--- src/rtl/fpu_result_arbiter.sv ---
`default_nettype none
// ============================================================================
// Module   : fpu_result_arbiter
// Brief    : Arbitrates PIPE/ITER FPU results into a one-entry output stage.
//            Optional grant counters: define FPU_ARB_STATS_EN.
// Revision : 1.0 - initial release
// ============================================================================
module fpu_result_arbiter #(
    parameter int TAG_W        = 4,
    parameter int STARVE_LIMIT = 3,
    parameter int CNT_W        = 16
) (
    input  logic             clk,
    input  logic             reset,
    input  logic             pipe_valid,
    output logic             pipe_ready,
    input  logic [2:0]       pipe_sign_select,
    input  logic             pipe_sign_a,
    input  logic             pipe_sign_b,
    input  logic             pipe_result_sign,
    input  logic [30:0]      pipe_payload,
    input  logic [TAG_W-1:0] pipe_tag,
    input  logic             iter_valid,
    output logic             iter_ready,
    input  logic [2:0]       iter_sign_select,
    input  logic             iter_sign_a,
    input  logic             iter_sign_b,
    input  logic             iter_result_sign,
    input  logic [30:0]      iter_payload,
    input  logic [TAG_W-1:0] iter_tag,
    output logic             out_valid,
    input  logic             out_ready,
    output logic [2:0]       out_sign_select,
    output logic             out_sign_a,
    output logic             out_sign_b,
    output logic             out_result_sign,
    output logic [30:0]      out_payload,
    output logic [TAG_W-1:0] out_tag,
    output logic             out_src
`ifdef FPU_ARB_STATS_EN
    ,
    output logic [CNT_W-1:0] pipe_grant_cnt,
    output logic [CNT_W-1:0] iter_grant_cnt
`endif
);

    typedef enum logic [0:0] {
        PIPE_FAV   = 1'b0,
        ITER_FORCE = 1'b1
    } state_t;

    localparam logic [2:0] SIGN_ZERO = 3'b000;

    if (STARVE_LIMIT < 1 || STARVE_LIMIT > 15 || CNT_W < 1 || TAG_W < 1) begin : g_param_check
        $error("fpu_result_arbiter: illegal parameter value");
    end

    state_t             state_q, state_d;
    logic [3:0]         starve_q, starve_d;
    logic               out_valid_q, out_valid_d;
    logic [2:0]         out_sign_select_q, out_sign_select_d;
    logic               out_sign_a_q, out_sign_a_d;
    logic               out_sign_b_q, out_sign_b_d;
    logic               out_result_sign_q, out_result_sign_d;
    logic [30:0]        out_payload_q, out_payload_d;
    logic [TAG_W-1:0]   out_tag_q, out_tag_d;
    logic               out_src_q, out_src_d;

    logic               load_en;
    logic               grant_pipe;
    logic               grant_iter;
    logic               starve_inc;

    assign load_en = ~out_valid_q | out_ready;

    always_comb begin
        grant_pipe        = 1'b0;
        grant_iter        = 1'b0;
        starve_inc        = 1'b0;
        state_d           = state_q;
        starve_d          = starve_q;
        out_valid_d       = out_valid_q;
        out_sign_select_d = out_sign_select_q;
        out_sign_a_d      = out_sign_a_q;
        out_sign_b_d      = out_sign_b_q;
        out_result_sign_d = out_result_sign_q;
        out_payload_d     = out_payload_q;
        out_tag_d         = out_tag_q;
        out_src_d         = out_src_q;

        if (load_en) begin
            case (state_q)
                PIPE_FAV: begin
                    if (pipe_valid)      grant_pipe = 1'b1;
                    else if (iter_valid) grant_iter = 1'b1;
                end
                ITER_FORCE: begin
                    if (iter_valid)      grant_iter = 1'b1;
                    else if (pipe_valid) grant_pipe = 1'b1;
                end
                default: ;
            endcase
            out_valid_d = grant_pipe | grant_iter;
        end

        if (grant_pipe) begin
            out_sign_select_d = pipe_sign_select;
            out_sign_a_d      = pipe_sign_a;
            out_sign_b_d      = pipe_sign_b;
            out_result_sign_d = pipe_result_sign;
            out_payload_d     = pipe_payload;
            out_tag_d         = pipe_tag;
            out_src_d         = 1'b0;
        end else if (grant_iter) begin
            out_sign_select_d = iter_sign_select;
            out_sign_a_d      = iter_sign_a;
            out_sign_b_d      = iter_sign_b;
            out_result_sign_d = iter_result_sign;
            out_payload_d     = iter_payload;
            out_tag_d         = iter_tag;
            out_src_d         = 1'b1;
        end

        // Saturate so an unreachable overflow can never wrap back below the limit.
        if (grant_iter) begin
            starve_d = 4'd0;
        end else if (grant_pipe && iter_valid && starve_q != 4'hF) begin
            starve_inc = 1'b1;
            starve_d   = starve_q + 4'd1;
        end

        case (state_q)
            PIPE_FAV:   if (starve_inc && starve_d == 4'(STARVE_LIMIT)) state_d = ITER_FORCE;
            ITER_FORCE: if (grant_iter) state_d = PIPE_FAV;
            default:    state_d = PIPE_FAV;
        endcase
    end

    always_ff @(posedge clk or posedge reset) begin
        if (reset) begin
            state_q           <= PIPE_FAV;
            starve_q          <= 4'd0;
            out_valid_q       <= 1'b0;
            out_sign_select_q <= SIGN_ZERO;
            out_sign_a_q      <= 1'b0;
            out_sign_b_q      <= 1'b0;
            out_result_sign_q <= 1'b0;
            out_payload_q     <= '0;
            out_tag_q         <= '0;
            out_src_q         <= 1'b0;
        end else begin
            state_q           <= state_d;
            starve_q          <= starve_d;
            out_valid_q       <= out_valid_d;
            out_sign_select_q <= out_sign_select_d;
            out_sign_a_q      <= out_sign_a_d;
            out_sign_b_q      <= out_sign_b_d;
            out_result_sign_q <= out_result_sign_d;
            out_payload_q     <= out_payload_d;
            out_tag_q         <= out_tag_d;
            out_src_q         <= out_src_d;
        end
    end

    // Readys drop as soon as reset rises, not one edge later.
    assign pipe_ready      = grant_pipe & ~reset;
    assign iter_ready      = grant_iter & ~reset;
    assign out_valid       = out_valid_q;
    assign out_sign_select = out_sign_select_q;
    assign out_sign_a      = out_sign_a_q;
    assign out_sign_b      = out_sign_b_q;
    assign out_result_sign = out_result_sign_q;
    assign out_payload     = out_payload_q;
    assign out_tag         = out_tag_q;
    assign out_src         = out_src_q;

`ifdef FPU_ARB_STATS_EN
    logic [CNT_W-1:0] pipe_cnt_q;
    logic [CNT_W-1:0] iter_cnt_q;

    always_ff @(posedge clk or posedge reset) begin
        if (reset) begin
            pipe_cnt_q <= '0;
            iter_cnt_q <= '0;
        end else begin
            if (grant_pipe) pipe_cnt_q <= pipe_cnt_q + CNT_W'(1);
            if (grant_iter) iter_cnt_q <= iter_cnt_q + CNT_W'(1);
        end
    end

    assign pipe_grant_cnt = pipe_cnt_q;
    assign iter_grant_cnt = iter_cnt_q;
`endif

    a_pipe_valid_hold: assert property (@(posedge clk) disable iff (reset)
        (pipe_valid && !pipe_ready) |=> pipe_valid);
    a_iter_valid_hold: assert property (@(posedge clk) disable iff (reset)
        (iter_valid && !iter_ready) |=> iter_valid);

endmodule
`default_nettype wire
--- config.mk ---
export PLATFORM = sky130hd
export DESIGN_NAME = fpu_result_arbiter
export DESIGN_NICKNAME = d
export VERILOG_FILES = /design/src/rtl/fpu_result_arbiter.sv
export SDC_FILE = /design/constraint.sdc
export NUM_CORES = 1
export LEC_CHECK = 0
export BUFFER_PORTS_ARGS = -buffer_cell sky130_fd_sc_hd__buf_2
export CAP_MARGIN = 20
export CORE_MARGIN = 3
export CORE_UTILIZATION = 44
export CTS_BUF_LIST = sky130_fd_sc_hd__clkbuf_16
export DETAILED_ROUTE_END_ITERATION = 12
export GPL_ROUTABILITY_DRIVEN = 0
export PLACE_DENSITY = 0.81
export SLEW_MARGIN = 20
export SYNTH_ARGS = -nofsm -noshare
export SYNTH_HDL_FRONTEND = slang
export SYNTH_SLANG_ARGS = --single-unit
export TNS_END_PERCENT = 50
--- constraint.sdc ---
create_clock -name clk -period 1.9 [get_ports clk]
set_input_delay 0.285 -clock clk [delete_from_list [all_inputs] [get_ports clk]]
set_output_delay 0.285 -clock clk [all_outputs]
set_load 0.005 [all_outputs]
==> impl_metrics.py <==
metrics = {
    "synthesis": {
        "synthArstFlopShare_pct": 100,
        "ys_seq_elements": 48,
        "synth_most_common_cell": "dfrtp_1",
        "synth_top_cells_by_area": "dfrtp_1 53%, mux2i_1 18%, o21ai_0 8.4%",
        "ys_seq_area_share_pct": 53.0,
        "syn-mean-instance-area_um2": 10.5,
        "ys_types": 22,
        "yosysWarnings": 0,
        "syn-cell-area_mm2": 0.00227,
        "synth_nets": 303,
        "synth_enable_flop_cells": 0,
        "syn_inst": 215,
        "ys.flop_type": "dfrtp_1",
        "yosysTopAreaCellShare_pct": 53.0,
        "ys_top_cells_by_count": "48 x dfrtp_1, 45 x nand2_1, 41 x mux2i_1",
        "synth_top_area_cell": "dfrtp_1",
    },
    "detailed_routing": {
        "dr_total_vias": 1999,
        "wl_per_cell_um": 12.6,
        "drtPass1Iterations": 4,
        "drt_iter0_drc": 65,
        "drc": 0,
        "routed_wl_um": 5170,
        "vias_per_cell": 4.86,
        "antenna_left": 0,
    },
    "final_layout": {
        "nets": 431,
        "fin_cells": 411,
        "drive_above_1_share_pct": 42.4,
        "post-route-util_pct": 64.5,
        "n_fill_cell": 421,
        "areaGrowthSynthToFinish_pct": 38.0,
        "antenna_cells": 0,
    },
    "clock_network": {
        "ctsHoldBuffers": 0,
        "clock_latency_ps": 270,
        "cts.htree.levels": 2,
        "cts_root_buf": "clkbuf_16",
        "cts_tree": "done",
        "numClockSinks": 48,
        "cts_made_buffers": 5,
        "post_cts_resized": 0,
        "post_cts_buffers": 0,
        "clock_path_buffers": 2,
        "path_clk_slew_ps": 60,
    },
    "critical_path": {
        "crit_arrival_ps": 1460,
        "worstSetupEndpointType": "output pin",
        "start_kind": "register",
        "r2r-end": "state_q$_DFF_PP0_",
        "reg2reg_depth": 4,
        "critical_path_class": "reg -> out",
        "crit_start": "out_valid$_DFFE_PP0P_",
        "required_ps": 1620,
        "r2r_setup_slack_ps": 410,
        "worstPathMaxFanout": 22,
        "r2r-start": "starve_q[0]$_DFF_PP0_",
    },
    "global_routing": {
        "grt_pass1_vias": 1973,
        "grt_first_pass_wirelength_um": 8580,
        "grt_antenna_before_repair": 0,
        "grt_max_degree": 84,
        "grt_usage_pct": 17.4,
        "overflow": 0,
    },
    "sta": {
        "rsz0062_at_grt": "no",
        "slew_viol_final": 0,
        "tns_ps": 0,
        "tightest_slew_ps": 506,
        "hold_violations": 0,
        "timing.final.crit_share_pct": 91.9,
        "clock_skew_ps": 2.03,
        "slew_headroom_pct": 66.3,
        "timing.fmax_ghz": 0.572,
        "post-route-min-period_ps": 1750,
        "finalSetupViolCount": 0,
    },
    "pwr": {
        "p_leak_nw": 1.76,
        "power_density_mw_per_mm2": 925,
        "peakVddDrop_mv": 0.654,
    },
    "place": {
        "hpwl_um": 4080,
        "port_buffers": 131,
        "dp.cells": 403,
    },
    "die": {
        "die-area_mm2": 0.00605,
        "fp.dieW_um": 77.8,
        "num_rows": 25,
        "core_area_mm2": 0.00485,
        "start_util_pct": 46.7,
        "io_pins": 132,
        "die_h_um": 77.8,
    },
    "flow_run": {
        "drv_cap": 0,
    },
    "outcome": {
        "status": "finished clean",
    },
    "min_path": {
        "hold_class": "in -> async",
    },
}
## metal layers
| layer | vias to the layer above | GRT usage, % | wire [µm] |
|---|---|---|---|
| met1 | 920 | 19.1 | 1950 |
| met2 | 85 | 32.8 | 2760 |
| li1 | 992 | - | - |
| met3 | 2 | 4.41 | 433 |
| met5 | - | 0 | 0 |
| met4 | 0 | 5.16 | 29 |
## report_power, final
group / switching (mW) / internal, mW / leakage [nW] / total [mW]
registers: 0.117 / 1.22 / 0.589 / 1.34
logic: 0.380 / 0.387 / 1.09 / 0.767
clock network: 0.316 / 0.472 / 0.0738 / 0.788
total: 0.813 / 2.08 / 1.76 / 2.89
## stage by stage
| step | hold WS (ps) | setup WS, ps | total power, mW | area [µm²] |
|---|---|---|---|---|
| after floorplan | 466 | 471 | 1.78 | 2270 |
| after global placement | 391 | 435 | 2.10 | 2990 |
| after detailed placement | 375 | 411 | 2.14 | 2990 |
| after CTS | 80.7 | 138 | 2.94 | 3120 |
| after global routing | 100 | 50.8 | 3.10 | 3130 |
| final | 70.4 | 153 | 2.89 | 3130 |
## cell usage in the layout (no fill, tap or decap), types with 2 or more instances in the layout
master,count
o31ai_1,2
buf_12,4
nand3_1,4
mux2i_1,41
dfrtp_1,48
o21ai_0,37
nor2_1,2
inv_1,4
nand2_1,45
o21ai_1,7
o211ai_1,2
nand2b_1,2
clkbuf_16,5
buf_2,131
## worst max-delay path, stage by stage, from the launching register on
cell and delay, ps:
dfrtp_1 380, nand2b_1 270, nand2_4 110, buf_12 190
nor2_1 110, buf_2 120
## flip-flops by register name, indices dropped and copies added, names as in the netlist
name	count
out_tag	4
out_result_sign	1
starve_q	4
out_sign_b	1
out_sign_select	3
out_src	1
out_payload	31
out_valid	1
state_q	1
out_sign_a	1
## worst max-delay path by stage
stage	depth (start not counted)	slack, ps	to
CTS	4	140	iter_ready
global placement	5	440	iter_ready
detailed placement	6	410	out_payload[3]$_DFFE_PP0P_
floorplan	1	470	out_payload[0]$_DFFE_PP0P_
global route	5	50	pipe_ready
finish	5	150	pipe_ready
## cell families (layout without fill, tap and decap cells)
family / after synthesis / count (layout) / synth area share, %
and+or+nand+nor: 57 / 57 / 10.8
AOI/OAI and AO/OA: 50 / 50 / 11.8
DFF: 48 / 48 / 53.0
muxes: 41 / 41 / 18.1
buffers and inverters: 17 / 146 / 5.36
adders and majority gates: 1 / 1 / 0.552
xor gates and xnor gates: 1 / 1 / 0.387
## cell type report
cell class                      instances  area (µm²)  area share [%]
Multi-Input combinational cell        150         960            30.7
Inverter                                3        11.3           0.360
Tap cell                               67        83.8            2.68
Clock inverter                          3        11.3           0.360
Timing Repair Buffer                  135         736            23.5
Sequential cell                        48        1200            38.4
Clock buffer                            5         125            4.00
(Power assumes the default switching activity.)
